`src/rtl/alu_issue_if.sv`:
```
// Handshake bundle between the decode/issue stage and its neighbours.
//   in_*      : instruction word + rs1/rs2 values, valid/ready from upstream
//   out_*/alu*: decoded ALU op, operands, rd, illegal flag, valid/ready to ALU
//   issue_count: running count of completed output handshakes
// slave  = the issue stage, master = upstream/downstream environment.
interface alu_issue_if #(
  parameter int CNT_W = 32
);
  logic             in_valid;
  logic             in_ready;
  logic [31:0]      in_instr;
  logic [31:0]      in_rs1_val;
  logic [31:0]      in_rs2_val;
  logic             out_valid;
  logic             out_ready;
  logic [5:0]       alu_op;
  logic [31:0]      alu_a;
  logic [31:0]      alu_b;
  logic [4:0]       alu_rd;
  logic             illegal;
  logic [CNT_W-1:0] issue_count;

  modport slave (
    input  in_valid, in_instr, in_rs1_val, in_rs2_val, out_ready,
    output in_ready, out_valid, alu_op, alu_a, alu_b, alu_rd, illegal, issue_count
  );

  modport master (
    output in_valid, in_instr, in_rs1_val, in_rs2_val, out_ready,
    input  in_ready, out_valid, alu_op, alu_a, alu_b, alu_rd, illegal, issue_count
  );
endinterface

```
`src/rtl/alu_issue_stage.sv`:
```
// RV32I OP / OP-IMM decode and issue stage feeding a 32-bit ALU.
//   clk     : rising-edge clock
//   reset_n : asynchronous active-low reset
//   bus     : alu_issue_if.slave (input handshake + decoded output handshake)
// Decode is combinational on the input word; the result lands in a main
// output register backed by one skid entry, so in_ready is purely registered
// (= skid empty) while still sustaining one issue per cycle.
module alu_issue_stage #(
  parameter logic [5:0] ILLEGAL_OP = 6'h3F,
  parameter int         CNT_W      = 32
) (
  input  logic        clk,
  input  logic        reset_n,
  alu_issue_if.slave  bus
);

  typedef struct packed {
    logic [5:0]  op;
    logic [31:0] a;
    logic [31:0] b;
    logic [4:0]  rd;
    logic        ill;
  } entry_t;

  localparam logic [6:0] OPC_IMM = 7'b0010011;
  localparam logic [6:0] OPC_OP  = 7'b0110011;
  localparam logic [6:0] F7_Z    = 7'b0000000;
  localparam logic [6:0] F7_ALT  = 7'b0100000;

  // ---------------- decode ----------------
  entry_t     dec;
  logic [6:0] opc, f7;
  logic [2:0] f3;

  assign opc = bus.in_instr[6:0];
  assign f3  = bus.in_instr[14:12];
  assign f7  = bus.in_instr[31:25];

  always_comb begin
    dec.op  = ILLEGAL_OP;
    dec.ill = 1'b1;
    dec.a   = bus.in_rs1_val;
    dec.b   = bus.in_rs2_val;
    dec.rd  = bus.in_instr[11:7];
    if (opc == OPC_IMM) begin
      dec.b   = {{20{bus.in_instr[31]}}, bus.in_instr[31:20]};
      dec.ill = 1'b0;
      case (f3)
        3'd0: dec.op = 6'd0;
        3'd2: dec.op = 6'd1;
        3'd3: dec.op = 6'd2;
        3'd4: dec.op = 6'd3;
        3'd6: dec.op = 6'd4;
        3'd7: dec.op = 6'd5;
        3'd1: begin
          dec.b = {27'b0, bus.in_instr[24:20]};
          if (f7 == F7_Z) dec.op = 6'd6;
          else            dec.ill = 1'b1;
        end
        default: begin // f3 = 5: SRLI / SRAI
          dec.b = {27'b0, bus.in_instr[24:20]};
          if      (f7 == F7_Z)   dec.op = 6'd7;
          else if (f7 == F7_ALT) dec.op = 6'd8;
          else                   dec.ill = 1'b1;
        end
      endcase
    end else if (opc == OPC_OP) begin
      if (f7 == F7_Z) begin
        dec.ill = 1'b0;
        case (f3)
          3'd0:    dec.op = 6'd9;
          3'd1:    dec.op = 6'd11;
          3'd2:    dec.op = 6'd12;
          3'd3:    dec.op = 6'd13;
          3'd4:    dec.op = 6'd14;
          3'd5:    dec.op = 6'd15;
          3'd6:    dec.op = 6'd17;
          default: dec.op = 6'd18;
        endcase
      end else if (f7 == F7_ALT && f3 == 3'd0) begin
        dec.ill = 1'b0;
        dec.op  = 6'd10;
      end else if (f7 == F7_ALT && f3 == 3'd5) begin
        dec.ill = 1'b0;
        dec.op  = 6'd16;
      end
    end
    // an illegal op always reports ILLEGAL_OP, whatever partial decode happened
    if (dec.ill) dec.op = ILLEGAL_OP;
  end

  // ---------------- main + skid registers ----------------
  entry_t           main_q, main_d, skid_q, skid_d;
  logic             main_vld_q, main_vld_d, skid_vld_q, skid_vld_d;
  logic [CNT_W-1:0] cnt_q, cnt_d;
  logic             in_xfer, out_xfer;

  assign in_xfer  = bus.in_valid & ~skid_vld_q;
  assign out_xfer = main_vld_q & bus.out_ready;

  always_comb begin
    main_d     = main_q;
    main_vld_d = main_vld_q;
    skid_d     = skid_q;
    skid_vld_d = skid_vld_q;
    cnt_d      = cnt_q + CNT_W'(out_xfer);
    if (!main_vld_q || out_xfer) begin
      // skid holds the older op, so it always refills main first
      if (skid_vld_q) begin
        main_d     = skid_q;
        main_vld_d = 1'b1;
        skid_vld_d = 1'b0;
      end else begin
        main_vld_d = in_xfer;
        if (in_xfer) main_d = dec;
      end
    end else if (in_xfer) begin
      skid_d     = dec;
      skid_vld_d = 1'b1;
    end
  end

  always_ff @(posedge clk or negedge reset_n) begin
    if (!reset_n) begin
      main_q     <= '0;
      main_vld_q <= 1'b0;
      skid_q     <= '0;
      skid_vld_q <= 1'b0;
      cnt_q      <= '0;
    end else begin
      main_q     <= main_d;
      main_vld_q <= main_vld_d;
      skid_q     <= skid_d;
      skid_vld_q <= skid_vld_d;
      cnt_q      <= cnt_d;
    end
  end

  assign bus.in_ready    = ~skid_vld_q;
  assign bus.out_valid   = main_vld_q;
  assign bus.alu_op      = main_q.op;
  assign bus.alu_a       = main_q.a;
  assign bus.alu_b       = main_q.b;
  assign bus.alu_rd      = main_q.rd;
  assign bus.illegal     = main_q.ill;
  assign bus.issue_count = cnt_q;

endmodule

```
`src/flat_wrapper.sv`:
```
// flat-port wrapper written by rule: the top's interface ports become plain ports
module alu_issue_stage_flat 
#(
  parameter logic [5:0] ILLEGAL_OP = 6'h3F,
  parameter int         CNT_W      = 32
)
  (clk, reset_n, bus_in_valid, bus_in_instr, bus_in_rs1_val, bus_in_rs2_val, bus_out_ready, bus_in_ready, bus_out_valid, bus_alu_op, bus_alu_a, bus_alu_b, bus_alu_rd, bus_illegal, bus_issue_count);
  alu_issue_if #(.CNT_W(CNT_W)) bus_i ();
  input  logic clk;
  input  logic reset_n;
  input wire logic [$bits(bus_i.in_valid)-1:0] bus_in_valid;
  input wire logic [$bits(bus_i.in_instr)-1:0] bus_in_instr;
  input wire logic [$bits(bus_i.in_rs1_val)-1:0] bus_in_rs1_val;
  input wire logic [$bits(bus_i.in_rs2_val)-1:0] bus_in_rs2_val;
  input wire logic [$bits(bus_i.out_ready)-1:0] bus_out_ready;
  output wire logic [$bits(bus_i.in_ready)-1:0] bus_in_ready;
  output wire logic [$bits(bus_i.out_valid)-1:0] bus_out_valid;
  output wire logic [$bits(bus_i.alu_op)-1:0] bus_alu_op;
  output wire logic [$bits(bus_i.alu_a)-1:0] bus_alu_a;
  output wire logic [$bits(bus_i.alu_b)-1:0] bus_alu_b;
  output wire logic [$bits(bus_i.alu_rd)-1:0] bus_alu_rd;
  output wire logic [$bits(bus_i.illegal)-1:0] bus_illegal;
  output wire logic [$bits(bus_i.issue_count)-1:0] bus_issue_count;
  assign bus_i.in_valid = bus_in_valid;
  assign bus_i.in_instr = bus_in_instr;
  assign bus_i.in_rs1_val = bus_in_rs1_val;
  assign bus_i.in_rs2_val = bus_in_rs2_val;
  assign bus_i.out_ready = bus_out_ready;
  assign bus_in_ready = bus_i.in_ready;
  assign bus_out_valid = bus_i.out_valid;
  assign bus_alu_op = bus_i.alu_op;
  assign bus_alu_a = bus_i.alu_a;
  assign bus_alu_b = bus_i.alu_b;
  assign bus_alu_rd = bus_i.alu_rd;
  assign bus_illegal = bus_i.illegal;
  assign bus_issue_count = bus_i.issue_count;
  alu_issue_stage #(.ILLEGAL_OP(ILLEGAL_OP), .CNT_W(CNT_W)) u_core (.clk(clk), .reset_n(reset_n), .bus(bus_i));
endmodule
```
`config.mk`:
```
export PLATFORM = sky130hd
export DESIGN_NAME = alu_issue_stage_flat
export DESIGN_NICKNAME = d
export VERILOG_FILES = /design/src/rtl/alu_issue_if.sv /design/src/rtl/alu_issue_stage.sv /design/src/flat_wrapper.sv
export SDC_FILE = /design/constraint.sdc
export NUM_CORES = 1
export LEC_CHECK = 0
export CORE_MARGIN = 1.5
export CORE_UTILIZATION = 30
export CTS_CLUSTER_DIAMETER = 60
export DETAILED_ROUTE_END_ITERATION = 7
export DONT_BUFFER_PORTS = 1
export PLACE_DENSITY_LB_ADDON = 0.3
export RECOVER_POWER = 50
export SETUP_SLACK_MARGIN = 0.05
export SKIP_LAST_GASP = 1
export SLEW_MARGIN = 20
export SYNTH_ARGS = -nofsm -noshare
export SYNTH_HDL_FRONTEND = slang
export SYNTH_SLANG_ARGS = --single-unit
```
`constraint.sdc`:
```
create_clock -name clk -period 4.2 [get_ports clk]
set_input_delay 0.63 -clock clk [delete_from_list [all_inputs] [get_ports clk]]
set_output_delay 0.63 -clock clk [all_outputs]
set_load 0.05 [all_outputs]
```
==> reports/summary.log <==
[status] status finished with violations
[status] violations in the final reports negative hold slack
[cts] clock buffers created by TritonCTS 17
[yosys] most common cell in the synthesized netlist sky130_fd_sc_hd__nand2_1
[timing] relative max-transition margin 29.93%
[finish] share of layout cells above drive strength 1 11.55%
[grt] residual overflow from global routing 0
[worst_setup_path] ordered cell list for the critical path and2_0, ha_1, ha_1, nand3_1, nor3b_2, nand4_1, xnor2_1
[cts] Num Clock Sinks 186
[worst_setup_path] Max stage delay cell, worst path sky130_fd_sc_hd__dfrtp_1
[finish] post-route non-filler standard cell count 1241
[cts] Clock H-tree levels 4
[floorplanning] ports placed on the boundary 210
[cts] cell at the root of the clock tree sky130_fd_sc_hd__clkbuf_16
[yosys] most common flop cell mapped by yosys sky130_fd_sc_hd__dfrtp_1
[placed_design] routability-driven placement congestion ratio 0.7557
[yosys] average cell area after synthesis 9.870 um^2
[yosys] synthesized netlist net count 981
[timing] maximum operating frequency 389.2 MHz
[yosys] total number of yosys warnings 0
[routing] post-detailed-route wirelength per cell 17.02 um
[timing] final period utilization 61.17%
[floorplanning] y dimension of the die 173.1 um
[grt] global-route wire length before repair 34070 um
[timing] setup TNS 0 ns
[power_and_ir_drop] power density over cell area 538.7 mW/mm^2
[cts] clock edge transition at the registers on the reported setup and hold paths 0.07 ns
[timing] Least-Margin Pin Slew 1.051 ns
[floorplanning] initial core utilization 30.39%
[worst_setup_path] Arr. time, crit path 2.87 ns
[placed_design] number of placed instances with taps included 1209
[worst_setup_path] category of the most critical setup path flip-flop to flip-flop
[worst_setup_path] CP max FO 4
[placed_design] Post-DP HPWL 13240 um
[worst_setup_path] critical path's largest stage delay 0.66 ns
[worst_setup_path] CP Buf/Inv Count 0
[routing] total wire length 21120 um
[floorplanning] core region area 0.02855 mm^2
[floorplanning] number of rows created at floorplan 62
[grt] largest net degree at the start of global routing 187
[yosys] number of enable flip-flop cells after synthesis 0
[finish] P&R area growth vs syn 9.677%
[grt] via count of the first global-routing pass 5820
[cts] cts repair resizes 0
[floorplanning] DIE AREA 0.02995 mm^2
[yosys] top cell type by total area after synthesis sky130_fd_sc_hd__dfrtp_1
[grt] number of antenna violations at the first check in global routing 0
[routing] iteration count of the initial detailed-routing pass 5
[yosys] Mapped Cells 879
[yosys] share of Yosys cell area claimed by the top area cell type 53.65%
[power_and_ir_drop] Total Power 5.126 mW
[timing] final number of setup-violating endpoints 0
[routing] total via count in the routed design 5959
[routing] drt initial violations 294
[yosys] cell types occupying the most area after synthesis sky130_fd_sc_hd__dfrtp_1, sky130_fd_sc_hd__nand2_1, sky130_fd_sc_hd__o21ai_0
[yosys] post-synthesis async set-or-reset flop share 100.0%
[timing] smallest hold slack -0.1311 ns
[worst_setup_path] Crit path required time 4.50 ns
[worst_hold_path] worst hold-check path type input pin to asynchronous set/reset pin
[worst_setup_path] cell occurring most often along the worst timing path sky130_fd_sc_hd__ha_1
[placed_design] # port buffers 0
[grt] All-Layer GR Usage 14.53%
[run] total of max-cap violations 0
[yosys] proportion of synthesized chip area in sequential cells 53.65%
[power_and_ir_drop] IR Drop Worst-Case VDD 233.8 uV
[yosys] post-synthesis register bit count 186
[timing] unrepaired setup endpoints after global routing false
[cts] post-CTS setup buffer count 0
[timing] final critical-path required period 2.569 ns
[timing] final-report hold violation count 186
[cts] clock tree from TritonCTS built
[worst_setup_path] cell family contributing the most delay on the critical path simple AND/OR/NAND/NOR gates
[worst_setup_path] kind of start point of the critical path flip-flop
[yosys] post-synth cell types 55
[routing] detailed-route vias per instance 4.802
[power_and_ir_drop] Static Leak 4.165 nW
[yosys] area of the mapped netlist 0.008676 mm^2
[floorplanning] Horiz. Die Dim 173.1 um
[routing] Detail Route Antenna Nets 0
[yosys] Post-synth top cells sky130_fd_sc_hd__nand2_1, sky130_fd_sc_hd__dfrtp_1, sky130_fd_sc_hd__o21ai_0
[timing] Final Max Slew Viols 0
[routing] post-detailed-route DRC marker count 0
[cts] clock latency of the later-clocked register in the worst-skew pair 0.44 ns
[finish] count of nets after finishing 946
[timing] worst clock skew 0.01696 ns
[worst_setup_path] CP Capture Type flip-flop
[cts] Max clock buf depth 2
[finish] ant diodes 0
## cell type report
class	count	area (um^2)
Fill cell	2948	19030
Sequential cell	186	4658
Multi-Input combinational cell	627	3710
Tap cell	384	480.5
Clock buffer	17	425.4
Clock inverter	15	153.9
Timing Repair Buffer	8	72.57
Inverter	4	15.01
## per-layer routing
metal | global-route usage (%) | wire [um]
met1 | 19.16 | 9753
met4 | 5.145 | 246
met5 | 0 | 0
met2 | 22.63 | 9792
met3 | 4.332 | 1326
## cells by family after synthesis
kind of cell | count (synthesis) | share of synthesized area [%]
xor gates and xnor gates | 31 | 3.130
adders and majority gates | 2 | 0.2884
muxes | 53 | 6.273
and+or+nand+nor | 349 | 17.35
AOI/OAI and AO/OA | 192 | 15.42
buffers and inverters | 66 | 3.894
DFF | 186 | 53.65
## stage by stage
| step | area (um^2) | utilization, % | setup slack, ns |
|---|---|---|---|
| finish | 9515 | 33.33 | 1.631 |
| global route | 9515 | 33.33 | 1.441 |
| CTS | 9515 | 33.33 | 1.612 |
| detailed placement | 8936 | 31.30 | 1.484 |
| global placement | 8936 | 31.30 | 1.556 |
| floorplan | 8676 | - | 2.107 |
## layout by cell type (no fill, tap or decap), types with 14 or more instances in the layout
| cell type | n |
|---|---|
| sky130_fd_sc_hd__nor2_1 | 42 |
| sky130_fd_sc_hd__nand2_1 | 240 |
| sky130_fd_sc_hd__a211oi_2 | 19 |
| sky130_fd_sc_hd__clkbuf_16 | 17 |
| sky130_fd_sc_hd__o21ai_0 | 87 |
| sky130_fd_sc_hd__dfrtp_1 | 185 |
| sky130_fd_sc_hd__mux2i_1 | 42 |
| sky130_fd_sc_hd__nand4_1 | 14 |
| sky130_fd_sc_hd__o31ai_2 | 19 |
| sky130_fd_sc_hd__xnor2_1 | 19 |
| sky130_fd_sc_hd__a21oi_1 | 29 |
## power by group
group | internal (mW) | total [mW] | switching (mW)
Sequential | 2.10 | 2.99 | 0.889
Combinational | 0.238 | 0.528 | 0.290
Clock | 0.794 | 1.61 | 0.818
## worst register-to-register path, delay by kind of cell (launching register included)
family        cells  cell delay (ns)
simple gates      4             1.08
flops             1             0.66
xor+xnor          1             0.17
fa+ha+maj         2             0.52
## worst paths after layout
| kind | from | endpoint | slack (ns) | cells past startpoint |
|---|---|---|---|---|
| setup / recovery | u_core.bus.out_valid | u_core.bus.issue_count[30] | 1.63 | 7 |
| hold / removal | reset_n | u_core.bus.alu_b[5] | -0.13 | 0 |
| setup reg to reg | u_core.bus.out_valid | u_core.bus.issue_count[30] | 1.63 | 7 |
| hold reg to reg | u_core.skid_q[49] | u_core.skid_q[49] | 0.48 | 2 |
| max in group asynchronous | reset_n | u_core.bus.alu_a[20] | 3.89 | 0 |
| min in group clk | bus_in_rs1_val[2] | u_core.skid_q[40] | 0.28 | 2 |
## flip-flops by register name, summed over array words and instances (netlist names)
name                    count
u_core.bus.alu_a           32
u_core.bus.out_valid        1
u_core.bus.alu_b           32
u_core.bus.alu_rd           5
u_core.skid_vld_q           1
u_core.skid_q              76
u_core.bus.alu_op           6
u_core.bus.issue_count     32
u_core.bus.illegal          1
(Power assumes the default switching activity.)
